$ cat src/rtl/hazard_control_unit_pkg.sv
// Shared pipeline definitions for the hazard control unit: FSM encoding,
// the hard-wired zero register and the register-dependency match helper.
package hazard_control_unit_pkg;

  typedef enum logic {
    RUN        = 1'b0,
    WAIT_FETCH = 1'b1
  } hcu_state_t;

  localparam logic [4:0] REG_ZERO = 5'd0;

  // A producer register r feeds the ID instruction when it is not $0 and
  // equals rs, or equals rt while the instruction actually reads rt.
  function automatic logic reg_match(input logic [4:0] r,
                                     input logic [4:0] rs,
                                     input logic [4:0] rt,
                                     input logic       uses_rt);
    return (r != REG_ZERO) && ((r == rs) || (uses_rt && (r == rt)));
  endfunction

endpackage

$ cat src/rtl/hazard_control_unit_sat_counter.sv
// Saturating up-counter: counts cycles where inc is high, sticks at all-ones.
module sat_counter #(
  parameter int CNT_W = 32
) (
  input  logic             clk,
  input  logic             reset,
  input  logic             inc,
  output logic [CNT_W-1:0] count
);

  localparam logic [CNT_W-1:0] ONE = {{(CNT_W-1){1'b0}}, 1'b1};

  // Count up on inc, holding once every bit is set so the value never wraps.
  always_ff @(posedge clk or posedge reset) begin
    if (reset) begin
      count <= '0;
    end else if (inc && (count != '1)) begin
      count <= count + ONE;
    end
  end

endmodule

$ cat src/rtl/hazard_control_unit.sv
// Stall/flush control for the 5-stage pipeline. Detects load-use and
// branch-operand hazards and holds a taken-branch target while fetch stalls.
//
// Handshake: imem_ready is a per-cycle valid from instruction memory; the PC
// only advances (pc_write=1) in a cycle where imem_ready is high, and a
// redirect held in WAIT_FETCH is consumed in exactly that cycle.
module hazard_control_unit
  import hazard_control_unit_pkg::*;
#(
  parameter int N     = 32,
  parameter int CNT_W = 32
) (
  input  logic             clk,
  input  logic             reset,
  input  logic [4:0]       id_rs,
  input  logic [4:0]       id_rt,
  input  logic             id_uses_rt,
  input  logic             id_is_branch,
  input  logic             idex_mem_read,
  input  logic             idex_reg_write,
  input  logic [4:0]       idex_rd,
  input  logic             exmem_mem_read,
  input  logic [4:0]       exmem_rd,
  input  logic             branch_taken,
  input  logic [N-1:0]     branch_target,
  input  logic             imem_ready,
  output logic             pc_write,
  output logic             if_id_enable,
  output logic             if_id_flush,
  output logic             id_ex_flush,
  output logic             pc_redirect_sel,
  output logic [N-1:0]     pc_redirect_target,
  output logic             redirect_pending,
  output logic [CNT_W-1:0] stall_cycles,
  output logic [CNT_W-1:0] flush_count
);

  hcu_state_t state, state_next;
  logic       target_load;
  logic       h1, h2, h3, data_stall;

  assign h1 = idex_mem_read && reg_match(idex_rd, id_rs, id_rt, id_uses_rt);
  assign h2 = id_is_branch && idex_reg_write && !idex_mem_read &&
              reg_match(idex_rd, id_rs, id_rt, id_uses_rt);
  assign h3 = id_is_branch && exmem_mem_read &&
              reg_match(exmem_rd, id_rs, id_rt, id_uses_rt);
  assign data_stall = h1 || h2 || h3;

  // FSM state register.
  always_ff @(posedge clk or posedge reset) begin
    if (reset) state <= RUN;
    else       state <= state_next;
  end

  // Branch target held for the redirect once fetch becomes ready.
  always_ff @(posedge clk or posedge reset) begin
    if (reset)            pc_redirect_target <= '0;
    else if (target_load) pc_redirect_target <= branch_target;
  end

  // Next state and control outputs; everything is forced low during reset.
  always_comb begin
    state_next       = state;
    target_load      = 1'b0;
    pc_write         = 1'b0;
    if_id_enable     = 1'b0;
    if_id_flush      = 1'b0;
    id_ex_flush      = 1'b0;
    pc_redirect_sel  = 1'b0;
    redirect_pending = 1'b0;
    if (!reset) begin
      case (state)
        RUN: begin
          if (data_stall) begin
            id_ex_flush = 1'b1;
          end else if (branch_taken && imem_ready) begin
            pc_write     = 1'b1;
            if_id_enable = 1'b1;
            if_id_flush  = 1'b1;
          end else if (branch_taken) begin
            if_id_flush = 1'b1;
            target_load = 1'b1;
            state_next  = WAIT_FETCH;
          end else if (!imem_ready) begin
            if_id_flush = 1'b1;
          end else begin
            pc_write     = 1'b1;
            if_id_enable = 1'b1;
          end
        end
        WAIT_FETCH: begin
          // ID holds a bubble here, so hazards and new branches are moot.
          redirect_pending = 1'b1;
          pc_redirect_sel  = 1'b1;
          if_id_flush      = 1'b1;
          if (imem_ready) begin
            pc_write   = 1'b1;
            state_next = RUN;
          end
        end
        default: state_next = RUN;
      endcase
    end
  end

  sat_counter #(.CNT_W(CNT_W)) u_stall_cnt (
    .clk   (clk),
    .reset (reset),
    .inc   (!pc_write),
    .count (stall_cycles)
  );

  sat_counter #(.CNT_W(CNT_W)) u_flush_cnt (
    .clk   (clk),
    .reset (reset),
    .inc   (if_id_flush),
    .count (flush_count)
  );

endmodule

$ cat config.mk
export PLATFORM = sky130hd
export DESIGN_NAME = hazard_control_unit
export DESIGN_NICKNAME = d
export VERILOG_FILES = /design/src/rtl/hazard_control_unit_pkg.sv /design/src/rtl/hazard_control_unit_sat_counter.sv /design/src/rtl/hazard_control_unit.sv
export SDC_FILE = /design/constraint.sdc
export NUM_CORES = 1
export LEC_CHECK = 0
export BUFFER_PORTS_ARGS = -buffer_cell sky130_fd_sc_hd__buf_2
export CAP_MARGIN = 20
export CORE_MARGIN = 2
export CORE_UTILIZATION = 30
export CTS_CLUSTER_DIAMETER = 40
export DETAILED_ROUTE_END_ITERATION = 8
export GPL_ROUTABILITY_DRIVEN = 0
export GPL_TIMING_DRIVEN = 1
export PLACE_DENSITY = 0.58
export SLEW_MARGIN = 20
export SYNTH_ARGS = -nofsm -noshare
export SYNTH_HDL_FRONTEND = slang
export SYNTH_SLANG_ARGS = --single-unit
$ cat constraint.sdc
create_clock -name clk -period 6.7 [get_ports clk]
set_input_delay 1.34 -clock clk [delete_from_list [all_inputs] [get_ports clk]]
set_output_delay 1.34 -clock clk [all_outputs]
set_load 0.05 [all_outputs]
# Yosys cells after proc, flatten, opt, wreduce, memory -nomap -nowiden
# Index checks and enable logic that the tools add are counted.
[word_totals]
out_inout_bits = 102
ff_bits = 97
word_cells = 59
[op_classes]
n_addsub = 2
reduce_logical = 21
eq_ne = 6
bitwise = 1
muxes = 25
[ops]
columns = ["operator", "n"]
rows = [
  ["$add A32 B1 Y32 const B", 2],
  ["$ne A32 B32 Y1 const B", 2],
  ["$mux W1", 22],
  ["$eq A5 B5 Y1", 4],
  ["$logic_and A1 B1 Y1", 13],
  ["$reduce_bool A5 Y1", 2],
  ["$pmux W1 S2", 3],
  ["$logic_or A1 B1 Y1", 4],
  ["$logic_not A1 Y1", 2],
  ["$not A1 Y1", 1],
]

# Longest topological paths before layout
[logic_depth]
ltp_word = 12
depth_mapped = 11
mapped_depth_nobuf = 9

# Modules after synthesis
# A second synthesis with hierarchy kept.
[unflattened]
hier_cells = 395
hier_area_um2 = 4879.7
[modules_own_cells]
columns = ["mod", "cells_each", "area_per_inst_um2", "n_inst", "seq_area_each_um2"]
rows = [
  ["sat_counter", 139, 1561.5, 2, 800.8],
  ["hazard_control_unit", 117, 1756.7, 1, 825.8],
]

# Worst setup path before layout
# OpenSTA, ideal clock, no wires.
[synth_timing]
path_kind = "input -> output"
from = "input reset"
to = "output if_id_enable"
path_slack_ps = 492
path_buffers = 0
cell_stages = 3
arrival_time_ps = 4868
cell_sequence = "inv_1 -> nand2_1 -> nor3b_1"
[synth_via]
elab_chain_len = 1
[synth_rtl]
columns = ["element", "line_no", "text"]
rows = [
  ["start: declaration", "hazard_control_unit.sv:14", "input logic reset,"],
  ["$mux W1", "hazard_control_unit.sv:71", "if (!reset) begin"],
  ["end: declaration", "hazard_control_unit.sv:28", "output logic if_id_enable,"],
]
# Every way passes these cells.

# Worst setup path in the final report
[layout_timing]
from = "input exmem_rd[0]"
to = "output if_id_flush"
[layout_via]
elab_chain_len = 9
elab_cells_between_ends = 11
[layout_rtl]
columns = ["element", "line_no", "text"]
rows = [
  ["start: declaration", "hazard_control_unit.sv:23", "input logic [4:0] exmem_rd,"],
  ["$eq A5 B5 Y1", "hazard_control_unit_pkg.sv:18", "return (r != REG_ZERO) && ((r == rs) || (uses_rt && (r == rt)));"],
  ["$logic_and A1 B1 Y1", "hazard_control_unit_pkg.sv:18", ""],
  ["$logic_or A1 B1 Y1", "hazard_control_unit_pkg.sv:18", ""],
  ["$logic_and A1 B1 Y1 (*)", "hazard_control_unit_pkg.sv:18", ""],
  ["$logic_and A1 B1 Y1 (*)", "hazard_control_unit.sv:45", "assign h3 = id_is_branch && exmem_mem_read &&"],
  ["$logic_or A1 B1 Y1 (*)", "hazard_control_unit.sv:47", "assign data_stall = h1 || h2 || h3;"],
  ["$mux W1 (*)", "hazard_control_unit.sv:74", "if (data_stall) begin"],
  ["$pmux W1 S2 (*)", "hazard_control_unit.sv:72", "case (state)"],
  ["$mux W1 (*)", "hazard_control_unit.sv:71", ""],
  ["end: declaration", "hazard_control_unit.sv:29", "output logic if_id_flush,"],
]
# Mark *: on every way between the ends. The rest lies on a longest branch, timed or not.

==> flow_summary_export.csv <==
group,metric,value,unit
cts,cts_inserted_buffers,9,
synthesis,synth_area_in_xor_xnor,15.2,%
setup_path,critPathCaptureType,"primary output",
detailed_routing,drtIter0Drc,127,
cells_and_area,sequential_cell_area,2430,sq um
detailed_routing,dr_total_vias,3654,
outcome,outcome,"finished, final reports clean",
cts,cts_tree,"yes",
timing,timing.final.hold_violations,0,
timing,worst_slack,2.30,ns
grt,grt_first_pass_wirelength,17900,um
cts,cts-resized-gates,0,
placement,placed_area,5620,sq um
timing,finalMaxSlewViolations,0,
grt,grt_start_max_net_pins,53,
placement,place.port_buffers,162,
timing,timing.hold.ws,0.483,ns
synthesis,yosys.area_share.simple,18.6,%
cells_and_area,fin_nets,633,
timing,fin_setup_tns,0,ns
timing,setup_viol,0,
timing,tightestPinTransition,0.854,ns
cells_and_area,finish.cell_count_without_fillers,763,
timing,slew_headroom,43.0,%
cts,postCtsSetupRepairBufs,0,
floorplanning,core_area,15200,sq um
cts,cts_num_sinks,97,
setup_path,critPathMaxStageDelay,0.38,ns
synthesis,ys_types,41,
synthesis,synth-main-ff-cell,"sky130_fd_sc_hd__dfrtp_1",
setup_path,worst_path_dominant_cell_family,"compound AO/OA/AOI/OAI gates",
cells_and_area,mostFrequentLayoutCells,"sky130_fd_sc_hd__buf_2 (162), sky130_fd_sc_hd__dfrtp_1 (97), sky130_fd_sc_hd__xnor2_1 (46), sky130_fd_sc_hd__xor2_1 (35), sky130_fd_sc_hd__nand2_1 (32)",
hold_path,hold_path_class,"flop to flop",
grt,grt.overflow.total,0,
grt,initial_antenna_violation_count,0,
detailed_routing,dr_wl_cell,14.6,um
placement,place_inst,747,
setup_path,cpMostUsedCell,"sky130_fd_sc_hd__buf_2",
setup_path,critPathMaxFanout,6,
synthesis,synthMuxAreaShare,8.19,%
cells_and_area,leading_cell_type_in_the_layout_fill_and_taps_excluded,"sky130_fd_sc_hd__buf_2",
detailed_routing,first_pass_drt_iterations,4,
cells_and_area,nFillCells,1504,
pwr,powerDensity,332,nW/um^2
timing,fin_crit,4.40,ns
floorplanning,io-pin-count,163,
setup_path,cp.arrival,3.06,ns
cts,clk_root_buffer_cell,"sky130_fd_sc_hd__clkbuf_16",
timing,fmax,227,MHz
pwr,power.total,1.96,mW
cts,clockBufferDepth,2,
floorplanning,floorplan.die.width,129,um
synthesis,synth_edf_count,0,
cts,cts_htree_levels,3,
synthesis,synth.yosys.seq_area_share,51.9,%
detailed_routing,viasPerCell,4.79,
timing,rsz0062_at_grt,"no",
setup_path,worst_setup_path_start_kind,"primary input",
floorplanning,row_count,45,
placement,place_hpwl,8320,um
detailed_routing,ant_nets,0,
synthesis,yosys.area.top_type,"sky130_fd_sc_hd__dfrtp_1",
timing,min_period_over_period,65.7,%
synthesis,synth_area_leaders,"sky130_fd_sc_hd__dfrtp_1 (52%), sky130_fd_sc_hd__xnor2_1 (8.6%), sky130_fd_sc_hd__mux2_1 (7.0%)",
grt,grt_use_total,13.6,%
pwr,total_leakage_power,3.00,nW
job,max_cap_violations,0,
floorplanning,die-height,129,um
detailed_routing,route.detailed.drc,0,
floorplanning,effective_utilization_at_floorplan,30.7,%
grt,grt_pass1_vias,3579,
setup_path,setup.worst_path.class,"primary input to primary output",
synthesis,post_synth_inst_count,411,
floorplanning,die_area,16600,sq um
setup_path,cell_by_cell_trace_of_the_critical_path,"buf_2 > or3_1 > o311a_1 > a22oi_4 > o21ai_1 > inv_1 > buf_2",
cts,ctsHoldBuffers,0,
cells_and_area,final_area,5920,sq um
detailed_routing,totalWireLength,11100,um
cells_and_area,postLayoutCoreUtil,38.9,%
cts,worstSkewPairLatency,0.35,ns
cells_and_area,layout-drive-gt1-share,33.9,%
cells_and_area,multi_input_area,2110,sq um
cells_and_area,area_growth,26.6,%
timing,final.setup_skew,0.00939,ns
synthesis,ys_warn_count,0,
synthesis,synth_top_family_by_area,"simple AND/OR/NAND/NOR gates",
setup_path,cpMaxStageDelayCell,"sky130_fd_sc_hd__or3_1",
cells_and_area,antenna-diode-count,0,
cts,worst_setup_hold_path_clk_slew,0.06,ns
synthesis,synth_compound_area_share,2.54,%
synthesis,avgSynthCellArea,11.4,sq um
synthesis,synthDominantCellAreaShare,51.9,%
setup_path,worst-endpoint-required,5.36,ns
synthesis,synth.ff_latch_count,97,
setup_path,worst-path-buf-inv,3,
pwr,ir_drop,0.000152,V
synthesis,async_flop_share,100,%
synthesis,netlist_area,4670,sq um
synthesis,adder_and_majority_cell_fraction_of_the_synthesized_area,0.535,%
synthesis,synthesis.nets,474,
placement,placement.setup.worst_slack,2.29,ns
[area by class of cell]
cell class              count  share of cell area [%]
flip-flops and latches     97                    41.0
inverters                   6                   0.423
well taps                 188                    3.98
multi-input cells         292                    35.6
clock inverters             6                    1.14
clock buffers              10                    3.87
repair buffers            164                    14.0
[sequential cells by signal, indices dropped and copies added, names as in the netlist]
name	flops
state	1
pc_redirect_target	32
u_flush_cnt.count	32
u_stall_cnt.count	32
[metal layers]
| metal | share of wire (%) | global-route usage, % |
|---|---|---|
| met1 | 44 | 16.8 |
| met2 | 49 | 22.8 |
| met3 | 5.1 | 3.74 |
| met4 | 1.6 | 4.80 |
| met5 | 0 | 0 |
[power by group]
| group | total, mW | switching, mW | leakage (nW) | internal, mW |
|---|---|---|---|---|
| Combinational | 0.688 | 0.515 | 1.61 | 0.172 |
| Sequential | 0.761 | 0.0758 | 1.25 | 0.685 |
| Clock | 0.516 | 0.225 | 0.144 | 0.291 |
[final timing paths]
path / start / end / slack (ns) / cells past startpoint
worst min register to register: pc_redirect_target[14] / pc_redirect_target[14] / 0.48 / 1
max in group asynchronous: reset / pc_redirect_target[6] / 4.50 / 3
worst max register to register: u_flush_cnt.count[0] / u_flush_cnt.count[1] / 3.89 / 7
min in group asynchronous: reset / u_flush_cnt.count[27] / 1.09 / 2
worst max-delay path: exmem_rd[0] / if_id_flush / 2.30 / 7
worst min-delay path: pc_redirect_target[14] / pc_redirect_target[14] / 0.48 / 1
[cell usage after synthesis (2+ instances only)]
cell / n
sky130_fd_sc_hd__and2_1: 3
sky130_fd_sc_hd__clkbuf_1: 5
sky130_fd_sc_hd__or2_2: 2
sky130_fd_sc_hd__ha_1: 2
sky130_fd_sc_hd__nand3_1: 24
sky130_fd_sc_hd__and3_1: 17
sky130_fd_sc_hd__o22ai_1: 2
sky130_fd_sc_hd__and4_1: 6
sky130_fd_sc_hd__nor4_2: 2
sky130_fd_sc_hd__buf_2: 2
sky130_fd_sc_hd__nand2_1: 32
sky130_fd_sc_hd__nor2_1: 22
sky130_fd_sc_hd__nor3_1: 18
sky130_fd_sc_hd__nor2b_1: 3
sky130_fd_sc_hd__xnor2_1: 46
sky130_fd_sc_hd__a21oi_1: 3
sky130_fd_sc_hd__and4b_1: 2
sky130_fd_sc_hd__buf_6: 6
sky130_fd_sc_hd__dfrtp_1: 97
sky130_fd_sc_hd__inv_1: 5
sky130_fd_sc_hd__nor4_1: 5
sky130_fd_sc_hd__mux2_2: 5
sky130_fd_sc_hd__mux2_1: 29
sky130_fd_sc_hd__buf_4: 3
sky130_fd_sc_hd__nand4_1: 20
sky130_fd_sc_hd__xor2_1: 35
[cells by family (layout without fill, tap and decap cells)]
family          Yosys count  count (layout)
fa+ha+maj                 2               2
compound gates           13              13
xor+xnor                 81              81
mux                      34              34
flops                    97              97
simple gates            162             162
buf+inv                  22             186
[worst register-to-register path, stage by stage, from the launching register on]
cell	delay (ns)
sky130_fd_sc_hd__dfrtp_1	0.40
sky130_fd_sc_hd__ha_1	0.18
sky130_fd_sc_hd__and3_1	0.17
sky130_fd_sc_hd__nand3_1	0.36
sky130_fd_sc_hd__nor4_2	0.54
sky130_fd_sc_hd__nand2_1	0.26
sky130_fd_sc_hd__o211ai_4	0.38
sky130_fd_sc_hd__mux2_2	0.41
No activity file was read; power rests on OpenSTA's default activity.
